--- src/rtl/ecpri_pkg.sv ---
// Shared eCPRI response-scheduler types: response type codes, FSM encodings and a
// saturating counter helper.
package ecpri_pkg;

  localparam logic RESP_READ  = 1'b0;
  localparam logic RESP_WRITE = 1'b1;

  // 8-bit encodings keep these states in line with the other eCPRI FSMs on the debug bus.
  typedef enum logic [7:0] {
    ST_IDLE      = 8'h00,
    ST_ISSUE     = 8'h01,
    ST_WAIT_DONE = 8'h02,
    ST_GAP       = 8'h03
  } sched_state_e;

  function automatic logic [7:0] sat_add8(input logic [7:0] a, input logic [1:0] b);
    logic [8:0] sum;
    sum = {1'b0, a} + {7'b0, b};
    return sum[8] ? 8'hFF : sum[7:0];
  endfunction

endpackage

--- src/rtl/ecpri_resp_sched_if.sv ---
// Request/TX handshake bundle between ecpri_rx, the response scheduler and the TX builder.
interface ecpri_resp_sched_if #(
  parameter int DATA_WIDTH = 8
);
  logic                  send_write_resp;
  logic                  send_read_resp;
  logic [DATA_WIDTH-1:0] resp_payload_len;
  logic                  tx_done;
  logic                  tx_start;
  logic                  tx_type;
  logic [DATA_WIDTH-1:0] tx_len;

  modport slave (
    input  send_write_resp, send_read_resp, resp_payload_len, tx_done,
    output tx_start, tx_type, tx_len
  );

  modport master (
    output send_write_resp, send_read_resp, resp_payload_len, tx_done,
    input  tx_start, tx_type, tx_len
  );
endinterface

--- src/rtl/ecpri_resp_fifo.sv ---
// Synchronous FIFO of response descriptors; a push on a full FIFO is accepted when a pop
// happens in the same cycle.
module ecpri_resp_fifo #(
  parameter int WIDTH = 9,
  parameter int DEPTH = 4
) (
  input  logic                   clk,
  input  logic                   reset,
  input  logic                   push,
  input  logic [WIDTH-1:0]       push_data,
  input  logic                   pop,
  output logic [WIDTH-1:0]       pop_data,
  output logic                   full,
  output logic                   empty,
  output logic [$clog2(DEPTH):0] count
);
  localparam int AW = $clog2(DEPTH);

  logic [WIDTH-1:0] mem_q [DEPTH];
  logic [AW-1:0]    wr_ptr_q, wr_ptr_d, rd_ptr_q, rd_ptr_d;
  logic [AW:0]      count_q, count_d;
  logic             do_push, do_pop;

  assign full     = (count_q == (AW+1)'(DEPTH));
  assign empty    = (count_q == '0);
  assign count    = count_q;
  assign pop_data = mem_q[rd_ptr_q];

  always_comb begin
    do_pop   = pop && !empty;
    do_push  = push && (!full || do_pop);
    wr_ptr_d = wr_ptr_q + AW'(do_push);
    rd_ptr_d = rd_ptr_q + AW'(do_pop);
    count_d  = count_q + (AW+1)'(do_push) - (AW+1)'(do_pop);
  end

  // NOTE: sequential state uses non-blocking assignments so every flop updates from pre-edge values.
  always_ff @(posedge clk) begin
    if (!reset) begin
      wr_ptr_q <= '0;
      rd_ptr_q <= '0;
      count_q  <= '0;
    end else begin
      wr_ptr_q <= wr_ptr_d;
      rd_ptr_q <= rd_ptr_d;
      count_q  <= count_d;
    end
  end

  // NOTE: storage is deliberately not reset; count_q alone decides which entries are valid.
  always_ff @(posedge clk) begin
    if (do_push) mem_q[wr_ptr_q] <= push_data;
  end

endmodule

--- src/rtl/ecpri_resp_sched.sv ---
// Response scheduler: turns ecpri_rx request levels into queued responses and drives the
// TX builder one response at a time with a start/done handshake, gap and timeout.
module ecpri_resp_sched
  import ecpri_pkg::*;
#(
  parameter int DATA_WIDTH = 8,
  parameter int DEPTH      = 4,
  parameter int IFG_CYCLES = 12,
  parameter int TIMEOUT    = 255
) (
  input  logic                   clk,
  input  logic                   reset,
  ecpri_resp_sched_if.slave      rif,
  output logic                   busy,
  output logic [$clog2(DEPTH):0] pending,
  output logic                   overflow,
  output logic [7:0]             drop_cnt,
  output logic                   timeout_err
);
  localparam int         EW       = DATA_WIDTH + 1;
  localparam logic [7:0] GAP_LOAD = 8'(IFG_CYCLES - 1);
  localparam logic [7:0] TMO_LAST = 8'(TIMEOUT);

  typedef struct packed {
    logic                  typ;
    logic [DATA_WIDTH-1:0] len;
  } entry_t;

  sched_state_e          state_q, state_d;
  logic                  wr_in_q, rd_in_q;
  logic                  skid_vld_q, skid_vld_d;
  entry_t                skid_q, skid_d;
  logic                  tx_type_q, tx_type_d;
  logic [DATA_WIDTH-1:0] tx_len_q, tx_len_d;
  logic [7:0]            tmo_q, tmo_d, gap_q, gap_d, drop_cnt_q, drop_cnt_d;
  logic                  overflow_q, overflow_d;

  logic                  wr_edge, rd_edge, cand_vld, push, pop, fifo_full, fifo_empty;
  logic [1:0]            n_drop;
  entry_t                cand, wr_ent, rd_ent, head;
  logic [EW-1:0]         head_raw;

  ecpri_resp_fifo #(.WIDTH(EW), .DEPTH(DEPTH)) u_fifo (
    .clk       (clk),
    .reset     (reset),
    .push      (push),
    .push_data (cand),
    .pop       (pop),
    .pop_data  (head_raw),
    .full      (fifo_full),
    .empty     (fifo_empty),
    .count     (pending)
  );

  assign head = head_raw;

  // One queue write per cycle: a waiting skid entry goes first, then write, then read.
  always_comb begin
    wr_edge    = rif.send_write_resp & ~wr_in_q;
    rd_edge    = rif.send_read_resp & ~rd_in_q;
    wr_ent     = '{typ: RESP_WRITE, len: '0};
    rd_ent     = '{typ: RESP_READ, len: rif.resp_payload_len};
    cand_vld   = 1'b0;
    cand       = wr_ent;
    skid_vld_d = skid_vld_q;
    skid_d     = skid_q;
    n_drop     = 2'd0;
    if (skid_vld_q) begin
      cand_vld   = 1'b1;
      cand       = skid_q;
      skid_vld_d = 1'b0;
      if (wr_edge) begin
        skid_vld_d = 1'b1;
        skid_d     = wr_ent;
        if (rd_edge) n_drop = 2'd1;
      end else if (rd_edge) begin
        skid_vld_d = 1'b1;
        skid_d     = rd_ent;
      end
    end else if (wr_edge) begin
      cand_vld = 1'b1;
      if (rd_edge) begin
        skid_vld_d = 1'b1;
        skid_d     = rd_ent;
      end
    end else if (rd_edge) begin
      cand_vld = 1'b1;
      cand     = rd_ent;
    end
    push = cand_vld && (!fifo_full || pop);
    if (cand_vld && !push) n_drop = n_drop + 2'd1;
    overflow_d = overflow_q | (n_drop != 2'd0);
    drop_cnt_d = sat_add8(drop_cnt_q, n_drop);
  end

  // NOTE: every always_comb output is given a default first so no path infers a latch.
  always_comb begin
    state_d     = state_q;
    tx_type_d   = tx_type_q;
    tx_len_d    = tx_len_q;
    tmo_d       = tmo_q;
    gap_d       = gap_q;
    pop         = 1'b0;
    timeout_err = 1'b0;
    case (state_q)
      ST_IDLE: begin
        if (!fifo_empty) begin
          pop       = 1'b1;
          tx_type_d = head.typ;
          tx_len_d  = head.len;
          state_d   = ST_ISSUE;
        end
      end
      ST_ISSUE: begin
        tmo_d   = '0;
        state_d = ST_WAIT_DONE;
      end
      ST_WAIT_DONE: begin
        if (rif.tx_done) begin
          gap_d   = GAP_LOAD;
          state_d = ST_GAP;
        end else if (tmo_q == TMO_LAST) begin
          timeout_err = 1'b1;
          gap_d       = GAP_LOAD;
          state_d     = ST_GAP;
        end else begin
          tmo_d = tmo_q + 8'd1;
        end
      end
      ST_GAP: begin
        if (gap_q == '0) state_d = ST_IDLE;
        else             gap_d   = gap_q - 8'd1;
      end
      default: state_d = ST_IDLE;
    endcase
  end

  always_ff @(posedge clk) begin
    if (!reset) begin
      state_q    <= ST_IDLE;
      wr_in_q    <= 1'b0;
      rd_in_q    <= 1'b0;
      skid_vld_q <= 1'b0;
      skid_q     <= '0;
      tx_type_q  <= 1'b0;
      tx_len_q   <= '0;
      tmo_q      <= '0;
      gap_q      <= '0;
      overflow_q <= 1'b0;
      drop_cnt_q <= '0;
    end else begin
      state_q    <= state_d;
      wr_in_q    <= rif.send_write_resp;
      rd_in_q    <= rif.send_read_resp;
      skid_vld_q <= skid_vld_d;
      skid_q     <= skid_d;
      tx_type_q  <= tx_type_d;
      tx_len_q   <= tx_len_d;
      tmo_q      <= tmo_d;
      gap_q      <= gap_d;
      overflow_q <= overflow_d;
      drop_cnt_q <= drop_cnt_d;
    end
  end

  assign rif.tx_start = (state_q == ST_ISSUE);
  assign rif.tx_type  = tx_type_q;
  assign rif.tx_len   = tx_len_q;
  assign busy         = (state_q != ST_IDLE);
  assign overflow     = overflow_q;
  assign drop_cnt     = drop_cnt_q;

endmodule
--- src/flat_wrapper.sv ---
// flat-port wrapper written by rule: the top's interface ports become plain ports
module ecpri_resp_sched_flat import ecpri_pkg::*;
#(
  parameter int DATA_WIDTH = 8,
  parameter int DEPTH      = 4,
  parameter int IFG_CYCLES = 12,
  parameter int TIMEOUT    = 255
)
  (clk, reset, busy, pending, overflow, drop_cnt, timeout_err, rif_send_write_resp, rif_send_read_resp, rif_resp_payload_len, rif_tx_done, rif_tx_start, rif_tx_type, rif_tx_len);
  ecpri_resp_sched_if #(.DATA_WIDTH(DATA_WIDTH)) rif_i ();
  input  logic clk;
  input  logic reset;
  output logic busy;
  output logic [$clog2(DEPTH):0] pending;
  output logic overflow;
  output logic [7:0] drop_cnt;
  output logic timeout_err;
  input wire logic [$bits(rif_i.send_write_resp)-1:0] rif_send_write_resp;
  input wire logic [$bits(rif_i.send_read_resp)-1:0] rif_send_read_resp;
  input wire logic [$bits(rif_i.resp_payload_len)-1:0] rif_resp_payload_len;
  input wire logic [$bits(rif_i.tx_done)-1:0] rif_tx_done;
  output wire logic [$bits(rif_i.tx_start)-1:0] rif_tx_start;
  output wire logic [$bits(rif_i.tx_type)-1:0] rif_tx_type;
  output wire logic [$bits(rif_i.tx_len)-1:0] rif_tx_len;
  assign rif_i.send_write_resp = rif_send_write_resp;
  assign rif_i.send_read_resp = rif_send_read_resp;
  assign rif_i.resp_payload_len = rif_resp_payload_len;
  assign rif_i.tx_done = rif_tx_done;
  assign rif_tx_start = rif_i.tx_start;
  assign rif_tx_type = rif_i.tx_type;
  assign rif_tx_len = rif_i.tx_len;
  ecpri_resp_sched #(.DATA_WIDTH(DATA_WIDTH), .DEPTH(DEPTH), .IFG_CYCLES(IFG_CYCLES), .TIMEOUT(TIMEOUT)) u_core (.clk(clk), .reset(reset), .rif(rif_i), .busy(busy), .pending(pending), .overflow(overflow), .drop_cnt(drop_cnt), .timeout_err(timeout_err));
endmodule
--- config.mk ---
export PLATFORM = sky130hd
export DESIGN_NAME = ecpri_resp_sched_flat
export DESIGN_NICKNAME = d
export VERILOG_FILES = /design/src/rtl/ecpri_pkg.sv /design/src/rtl/ecpri_resp_sched_if.sv /design/src/rtl/ecpri_resp_fifo.sv /design/src/rtl/ecpri_resp_sched.sv /design/src/flat_wrapper.sv
export SDC_FILE = /design/constraint.sdc
export NUM_CORES = 1
export LEC_CHECK = 0
export BUFFER_PORTS_ARGS = -buffer_cell sky130_fd_sc_hd__buf_2
export CORE_MARGIN = 1.5
export CORE_UTILIZATION = 53
export CTS_CLUSTER_DIAMETER = 120
export DETAILED_ROUTE_END_ITERATION = 8
export PLACE_DENSITY = 0.86
export SYNTH_ARGS = -nofsm -noshare
export SYNTH_HDL_FRONTEND = slang
export SYNTH_SLANG_ARGS = --single-unit
export TNS_END_PERCENT = 1
--- constraint.sdc ---
create_clock -name clk -period 2.45 [get_ports clk]
set_input_delay 0.1225 -clock clk [delete_from_list [all_inputs] [get_ports clk]]
set_output_delay 0.1225 -clock clk [all_outputs]
set_load 0.03 [all_outputs]
# == Word-level counts from Yosys, hierarchy flattened ==
# Memories as Yosys holds them, arrays and structs flattened. A register that Yosys moved wholly into a read port is not among the register bits.
# Index checks and enable logic that the tools add are counted.
# word_totals
ff_bits,52
mem_bits_rw,36
in_bits,13
output_inout_bits,24
elab_cells,97
mem_count,1
# mem_list
memory,words,word_bits,read_ports,rd_ports_with_merged_regs,wr,line_no,rtl
u_core.u_fifo.mem_q,4,9,1,1,1,ecpri_resp_fifo.sv:19,logic [WIDTH-1:0] mem_q [DEPTH];
# classes
addsub,8
n_eq_ne,11
muxes,36
n_bitwise,6
reduce_logical,22
# ops
op,count
2-to-1 mux 8 bit,10
2-to-1 mux 9 bit,7
one-hot mux 8 bit (2 select lines),2
one-hot mux 8 bit (4 select lines),1
equality test 8 x 2 -> 1 bit (second input constant),2
zero test 8 bit,2
2-to-1 mux 1 bit,13
adder 8 x 2 -> 9 bit,1
AND reduction 3 bit,3
adder 8 x 1 -> 8 bit (second input constant),1
equality test 8 x 1 -> 1 bit (second input constant),1
equality test 8 bit (second input constant),1
inequality test 2 bit (second input constant),4
nonzero test 2 bit,4
nonzero test 8 bit,1
subtractor 8 x 1 -> 8 bit (second input constant),1
2-to-1 mux 2 bit,3
adder 2 x 1 -> 2 bit,2
logical AND 1 bit,4
zero test 1 bit,4
adder 3 x 1 -> 3 bit,1
equality test 3 bit (second input constant),1
zero test 3 bit,1
inequality test 3 x 2 -> 1 bit (second input constant),1
8 further kinds,12

# == Depth between registers and ports, before layout ==
# Gate-level depths: netlist of run 1.
# depth
ltp_word,11
depth_mapped,12
ltp_nobuf,12

# == Cells and area by module ==
# From an unflattened synthesis of run 1, not the netlist that was laid out.
# unflattened
cells_unflattened,379
hier_area_um2,4215.3
# by_module_without_submodules
mod,n_inst,cells_per_inst,area_each_um2,seq_area_each_um2
ecpri_resp_sched,1,295,2519.9,960.9
ecpri_resp_fifo,1,84,1695.4,1221.2

# == Least setup slack after synthesis of run 1 ==
# No wires, ideal clock.
# synth_timing
kind,reg2reg
from,register u_core.state_q[0]
to,register u_core.drop_cnt_q[0] (netlist: u_core.drop_cnt[0])
setup_ns,0.072
arrival_time_ns,2.551
required_time_ns,2.378
path_slack_ns,-0.173
stages_incl_launch_ff,13
n_path_buf,0
synth_period_minus_slack_ns,2.623
cell_sequence,dfxtp_1 > inv_1 > ha_1 > nor4b_1 > nand2b_1 > inv_1 > ha_1 > ha_1 > inv_1 > fa_1 > nor3_1 > nand4_1 > a21oi_1
# synth_between
elab_chain_cells,9
# synth_rtl
item,line_no,rtl
start: declaration,ecpri_resp_sched.sv:29,"sched_state_e state_q, state_d;"
start signal: assignment,ecpri_resp_sched.sv:152,state_q <= state_d;
zero test 8 bit,ecpri_resp_sched.sv:105,case (state_q)
2-to-1 mux 1 bit,ecpri_resp_sched.sv:105,
logical OR 1 bit,ecpri_resp_sched.sv:90,push = cand_vld && (!fifo_full || pop);
logical AND 1 bit,ecpri_resp_sched.sv:90,
zero test 1 bit,ecpri_resp_sched.sv:91,if (cand_vld && !push) n_drop = n_drop + 2'd1;
logical AND 1 bit,ecpri_resp_sched.sv:91,
2-to-1 mux 2 bit,ecpri_resp_sched.sv:91,
adder 8 x 2 -> 9 bit,ecpri_pkg.sv:18,"sum = {1'b0, a} + {7'b0, b};"
2-to-1 mux 8 bit,ecpri_pkg.sv:19,return sum[8] ? 8'hFF : sum[7:0];
end signal: assignment,ecpri_resp_sched.sv:162,drop_cnt_q <= drop_cnt_d;
end: declaration,ecpri_resp_sched.sv:35,"logic [7:0] tmo_q, tmo_d, gap_q, gap_d, drop_cnt_q, drop_cnt_d;"
# No other way between the ends.
# A chain may end at the register's enable or synchronous reset.

# == Final worst setup path of run 1 ==
# layout_timing
from,register u_core.state_q[1]
to,register u_core.drop_cnt_q[3] (netlist: u_core.drop_cnt[3])
# The elaborated chain is that of the path after synthesis.

==> results.py, run 1 <==
metrics = {
    "final_layout": {
        "fin_nets": 464,
        "layout-drive-gt1-share_pct": 25.3,
        "antennaDiodeCount": 0,
        "stdcell_count": 538,
        "stdcell_area_um2": 4780,
        "area_growth_pct": 16.2,
    },
    "yosys": {
        "synth_top_area_cell": "dfxtp_1",
        "synth_ff_type": "dfxtp_1",
        "syn_area_um2": 4110,
        "synth_warnings": 0,
        "syn_inst": 378,
        "synth_top_area_share_pct": 26.8,
        "synth_edf_count": 36,
        "avgSynthCellArea_um2": 10.9,
        "synth_fp_nets": 408,
        "synth-async-reset-ratio_pct": 0,
        "synthTopCellsByArea": "dfxtp_1 27%, edfxtp_1 26%, mux4_2 4.9%, ha_1 4.6%, a21oi_1 3.2%",
        "ys_ff_latch": 91,
        "synthDistinctLibCells": 55,
        "synth-seq-area-share_pct": 53.1,
    },
    "timing": {
        "hold_viol_final": 0,
        "fin_tns_setup_ns": 0,
        "max_slew.worst_pin.slew_ns": 0.642,
        "final_max_slew_viol_count": 0,
        "period_minus_slack_ns": 2.45,
        "setup_viol": 0,
        "relSlewSlack_pct": 57.2,
        "rsz0062_at_grt": "yes",
        "max_freq_mhz": 409,
        "fin_skew_ns": 0.00740,
        "finalCritPeriodShare_pct": 99.9,
    },
    "setup_path": {
        "slowest_stage": "fa_2",
        "start_kind": "register",
        "worstSetupPathType": "reg2reg",
        "ff2ff_setup_slack_ns": 0.002,
        "critPathArrivalTime_ns": 2.74,
        "setup.worst_path.end_class": "register",
        "timing.rr.end": "u_core.drop_cnt[3]",
        "cp.required_ns": 2.74,
        "cpPeakStageDelay_ns": 0.37,
        "r2r_cells": 13,
        "crit_path_cell_trace": "inv_2, ha_4, nor4b_4, nand2b_1, inv_1, ha_1, ha_2, inv_2, fa_2, nor3_4, nand4_1, buf_6, a21oi_2",
        "r2r-start": "u_core.state_q[1]",
        "crit_path_frequent_cell": "inv_2",
        "crit_fanout": 4,
    },
    "place": {
        "hpwl_um": 5730,
        "portBuffers": 36,
        "place_area_um2": 4500,
        "gp_congestion": 0.807,
        "placed_cells": 518,
    },
    "clocking": {
        "h-tree-depth": 3,
        "numClockSinks": 91,
        "insertion_delay_ns": 0.35,
        "cts_inserted_buffers": 9,
        "clkTransAtPathRegs_ns": 0.09,
        "tritoncts": "built",
        "max-clock-path-buffers": 2,
        "root_buffer": "clkbuf_8",
    },
    "detailed_routing": {
        "drtPass1Iterations": 5,
        "drtIter0Drc": 214,
        "wl_per_cell_um": 15.6,
        "drc_errors": 0,
        "detail-route-antenna-nets": 0,
        "routed_via_density": 5.82,
        "vias": 3130,
        "wirelength_um": 8390,
    },
    "run": {
        "cap_violations": 0,
    },
    "power_and_ir_drop": {
        "power_density_nw_per_um2": 966,
        "power_mw": 4.62,
        "vdd_drop_max_mv": 0.368,
        "cellLeakagePower_nw": 1.81,
    },
    "outcome": {
        "outcome": "finished, final reports clean",
    },
    "worst_hold_path": {
        "hold_class": "in2reg",
        "whs_path_depth": 3,
        "hold_path.startpoint": "rif_send_read_resp",
        "holdPathEnd": "u_core.rd_in_q",
    },
    "global_routing": {
        "grt_pass1_wl_um": 14200,
        "antenna_found_initial": 0,
        "grt_overflow_total": 0,
        "grt_max_degree": 27,
        "first_global_vias": 3068,
        "grt_use_total_pct": 21.7,
    },
    "floorplanning": {
        "die_area_um2": 8290,
        "chipWidth_um": 91.1,
        "io_pins": 37,
        "dieHeight_um": 91.1,
        "start_util_pct": 55.8,
        "rows": 31,
        "core-area_um2": 7370,
    },
}
-- flip-flops by register name, summed over array words and instances (netlist names) --
register and cells:
u_core.state_q 2, u_core.tmo_q 8, u_core.skid_q 9, u_core.u_fifo.mem_q 36
u_core.rif.tx_type 1, u_core.u_fifo.count 3, u_core.gap_q 8, u_core.overflow 1
u_core.u_fifo.wr_ptr_q 2, u_core.skid_vld_q 1, u_core.wr_in_q 1, u_core.rif.tx_len 8
u_core.drop_cnt 8, u_core.u_fifo.rd_ptr_q 2, u_core.rd_in_q 1
-- cells by family (layout without fill, tap and decap cells) --
family | Yosys count | count (layout) | share of synthesized area, %
DFF | 91 | 91 | 53.1
buffers and inverters | 39 | 100 | 4.11
AOI/OAI and AO/OA | 92 | 92 | 14.7
adders and majority gates | 17 | 17 | 5.54
xor gates and xnor gates | 9 | 9 | 1.92
and+or+nand+nor | 119 | 119 | 15.2
muxes | 11 | 11 | 5.45
-- metrics by stage --
step                      setup slack, ns  hold WS, ns  utilization [%]
final                             0.00217       0.0833             64.8
after detailed placement          -0.0824        0.357             61.1
after floorplan                   0.00674        0.244                -
after CTS                          -0.114       0.0686             64.5
after global routing               -0.106       0.0950             64.8
after global placement             0.0383        0.356             61.1
-- cell usage after synthesis, types with 3 or more instances --
master     n
nor2_1    22
o21a_1     3
edfxtp_1  36
clkbuf_1   8
inv_1     22
o21ai_0   22
a21oi_1   26
nor2b_1    4
xnor2_1    6
nand4_1    6
nor3b_1    4
nand3_1    5
o211ai_1   3
ha_1      15
and3_1     4
dfxtp_1   55
nand2_1   32
xor2_1     3
nor3_1    10
a31oi_1    6
and2_1     7
a211oi_1  10
mux4_2     9
a22o_1     8
nand2b_1   8
buf_2      3
nor4_1     3
-- layer usage --
| metal | share of wire, % | wire, um | GRT usage (%) | up-vias |
|---|---|---|---|---|
| li1 | - | - | - | 1498 |
| met1 | 42 | 3530 | 25.7 | 1490 |
| met2 | 50 | 4200 | 36.4 | 120 |
| met3 | 4.5 | 374 | 3.77 | 22 |
| met4 | 3.4 | 285 | 13.8 | 0 |
| met5 | 0 | 0 | 0 | - |
-- layout make-up --
class / instances / area [um^2]
clock buffer: 9 / 124
tap: 99 / 124
sequential: 91 / 2180
multi-input combinational: 248 / 1830
clock inverter: 7 / 52.6
timing repair buffer: 61 / 374
inverter: 23 / 86.3
fill: 546 / 2590
-- layout by cell type, fill, tap and decap left out, types with 3 or more instances in the layout --
master | synthesis | layout
edfxtp_1 | 36 | 36
xnor2_1 | 6 | 6
o21a_1 | 3 | 3
nor2b_1 | 4 | 4
a22o_1 | 8 | 8
xor2_1 | 3 | 3
a21oi_2 | 0 | 5
nor4_1 | 3 | 3
and2_1 | 7 | 7
clkbuf_8 | 0 | 9
inv_2 | 0 | 3
dfxtp_1 | 55 | 53
nand3_1 | 5 | 5
ha_1 | 15 | 13
nor2_1 | 22 | 21
a21oi_1 | 26 | 21
o21ai_0 | 22 | 22
a31oi_1 | 6 | 6
nand2_1 | 32 | 32
buf_4 | 1 | 23
buf_2 | 3 | 36
a211oi_1 | 10 | 10
nand2b_1 | 8 | 8
clkinvlp_4 | 0 | 3
nor3_1 | 10 | 8
nand4_1 | 6 | 6
mux4_2 | 9 | 9
inv_1 | 22 | 19
o211ai_1 | 3 | 3
and3_1 | 4 | 4
nor3b_1 | 4 | 4
-- worst max path at each step --
stage / start / to / slack [ns] / cells after the start
after floorplan: u_core.state_q[0] / u_core.drop_cnt[0] / 0.007 / 12
final: u_core.state_q[1] / u_core.drop_cnt[3] / 0.002 / 13
after detailed placement: u_core.state_q[0] / u_core.drop_cnt[0] / -0.08 / 12
after global routing: u_core.state_q[1] / u_core.drop_cnt[1] / -0.11 / 13
after global placement: u_core.state_q[0] / u_core.drop_cnt[1] / 0.04 / 12
after CTS: u_core.state_q[1] / u_core.drop_cnt[3] / -0.11 / 13
-- worst max-delay path, delay by kind of cell, from the launching register on --
family / cells / cell delay, ns
AO/OA/AOI/OAI: 1 / 0.10
adder cells (fa/ha/maj): 4 / 0.84
buffers and inverters: 4 / 0.37
flip-flops: 1 / 0.34
AND/OR/NAND/NOR: 4 / 0.72
-- where the power goes --
| group | leakage (nW) | switching [mW] | internal (mW) |
|---|---|---|---|
| clock network | 0.0799 | 0.529 | 0.374 |
| registers | 0.787 | 0.180 | 1.84 |
| logic | 0.946 | 0.960 | 0.734 |
| total | 1.81 | 1.67 | 2.95 |
-- repair_timing --
item	4_1_cts	5_1_grt
endpoints found under the setup margin	8	8
endpoints found under the hold margin	1	0
pin swaps	9	5
gates resized for setup	16	3
setup buffers	2	1
hold buffers	1	0
No activity file was read; power rests on OpenSTA's default activity.
==> run 2, diff against run 1 <==
- CORE_UTILIZATION: 53 -> 63
- PLACE_DENSITY: 0.86 -> 0.95
- clock period: 2.45 -> 3.1 ns (I/O delays scaled with it)
==> results.py, run 2 (synthesis results as in run 1) <==
metrics = {
    "clocking": {
        "max-clock-path-buffers": 2,
        "cts_hold_buffers": 0,
        "insertion_delay_ns": 0.36,
        "cts_inserted_buffers": 9,
        "clkTransAtPathRegs_ns": 0.09,
        "h-tree-depth": 3,
        "numClockSinks": 91,
        "tritoncts": "built",
        "root_buffer": "clkbuf_8",
    },
    "floorplanning": {
        "dieHeight_um": 83.8,
        "die_area_um2": 7020,
        "chipWidth_um": 83.8,
        "core-area_um2": 6310,
        "rows": 29,
        "start_util_pct": 65.1,
        "io_pins": 37,
    },
    "final_layout": {
        "final_common_cell": "dfxtp_1",
        "layout-drive-gt1-share_pct": 19.0,
        "largest_register_ff_count": 36,
        "multi_input_area_um2": 1790,
        "regMostFlops": "u_core.u_fifo.mem_q",
        "area_growth_pct": 11.4,
        "final-seq-area_um2": 2180,
        "nFillCells": 436,
        "fin_nets": 445,
        "antennaDiodeCount": 0,
        "largestRegisters": "u_core.u_fifo.mem_q x36, u_core.skid_q x9",
        "final_cell_mix": "55 x dfxtp_1, 36 x buf_2, 36 x edfxtp_1, 32 x nand2_1, 24 x a21oi_1",
    },
    "power_and_ir_drop": {
        "power_density_nw_per_um2": 809,
        "vdd_drop_max_mv": 0.532,
        "cellLeakagePower_nw": 1.74,
    },
    "setup_path": {
        "worstSetupPathType": "reg2reg",
        "ff2ff_setup_slack_ns": 0.19,
        "critPathArrivalTime_ns": 3.18,
        "start_kind": "register",
        "setup.worst_path.end_class": "register",
        "cp.required_ns": 3.38,
        "crit_fanout": 6,
    },
    "global_routing": {
        "first_global_vias": 3026,
        "met3_usage_pct": 6.63,
        "grt_overflow_total": 0,
        "grt_use_total_pct": 27.7,
        "grt_pass1_wl_um": 15000,
        "antenna_found_initial": 0,
        "met1_usage_pct": 35.1,
        "grt_max_degree": 34,
        "grt-busiest-layer": "met2",
        "grt_util_met2_pct": 46.8,
    },
    "run": {
        "cap_violations": 0,
    },
    "detailed_routing": {
        "routed_via_density": 6.39,
        "drc_errors": 0,
        "wl_per_cell_um": 18.9,
        "wirelength_um": 9400,
        "vias": 3176,
        "drtIter0Drc": 425,
        "detail-route-antenna-nets": 0,
        "drtPass1Iterations": 5,
    },
    "timing": {
        "period_minus_slack_ns": 2.91,
        "hold_viol_final": 0,
        "max_slew.worst_pin.slew_ns": 1.08,
        "setup_viol": 0,
        "final_max_slew_viol_count": 0,
        "finalCritPeriodShare_pct": 93.8,
        "setup_ws_ns": 0.194,
        "max_freq_mhz": 344,
        "fin_skew_ns": 0.00900,
        "relSlewSlack_pct": 28.2,
        "rsz0062_at_grt": "no",
        "fin_tns_setup_ns": 0,
    },
    "place": {
        "portBuffers": 36,
        "dpl_worst_slack_ns": 0.0492,
        "gp_congestion": 0.839,
        "hpwl_um": 5920,
    },
    "outcome": {
        "outcome": "finished, final reports clean",
    },
    "worst_hold_path": {
        "hold_class": "in2reg",
    },
}
==> run 2: cell count changes in the layout (fill, tap and decap cells not counted), moves of 2 or more <==
cell     previous run  this run
buf_4              23         6
a21oi_1            21        24
a21oi_2             5         2
inv_1              19        22
inv_2               3         0
dfxtp_1            53        55
dfxtp_2             2         0
ha_1               13        15
inv_6               2         0
==> run 2: per-layer routing <==
metal	vias to the layer above	wire, um
met1	1523	3870
met4	0	257
met2	160	4690
met5	-	0
li1	1461	-
met3	32	584
==> run 2: where the power goes <==
| group | switching, mW | internal (mW) | leakage (nW) |
|---|---|---|---|
| sequential | 0.164 | 1.45 | 0.786 |
| combinational | 0.774 | 0.498 | 0.851 |
| clock | 0.418 | 0.399 | 0.0975 |
| total | 1.36 | 2.35 | 1.74 |
==> run 2: worst paths after layout <==
| check | from | to | depth (start not counted) |
|---|---|---|---|
| setup / recovery | u_core.state_q[0] | u_core.drop_cnt[1] | 13 |
| hold reg to reg | u_core.overflow | u_core.overflow | 2 |
| setup reg to reg | u_core.state_q[0] | u_core.drop_cnt[1] | 13 |
| hold / removal | rif_send_write_resp | u_core.wr_in_q | 2 |
==> run 2: cell type report <==
cell class | instances | area share (%)
Clock inverter | 5 | 1.34
Multi-Input combinational cell | 248 | 39.0
Timing Repair Buffer | 42 | 4.92
Sequential cell | 91 | 47.7
Tap cell | 77 | 2.10
Inverter | 23 | 1.89
Clock buffer | 11 | 3.09
==> run 2: worst max-delay path: stages, from the launching register on <==
cell and delay, ns:
dfxtp_1 0.39, inv_1 0.11, ha_1 0.29, nor4b_2 0.32
nand2b_1 0.13, inv_1 0.09, ha_1 0.13, ha_1 0.16
inv_1 0.06, fa_1 0.47, nor3_4 0.25, nand4_1 0.12
buf_4 0.18, a21oi_1 0.13
==> run 2: timing repair <==
| item | in CTS | in global routing |
|---|---|---|
| endpoints found under the setup margin | 3 | 7 |
| cloned | 0 | 0 |
| pin swaps | 0 | 2 |
| buffers inserted | 0 | 1 |
| gates resized for setup | 1 | 4 |
==> run 2: through the flow <==
step	area, um^2	power, mW	hold slack [ns]	utilization (%)	instances
3_3_place_gp	4340	2.74	0.385	68.8	480
2_1_floorplan	4110	2.52	0.277	-	378
5_1_grt	4580	3.88	0.0107	72.5	497
6_report	4580	3.70	0.0166	72.5	497
4_1_cts	4550	3.68	0.0165	72.1	496
3_5_place_dp	4340	2.84	0.389	68.8	480
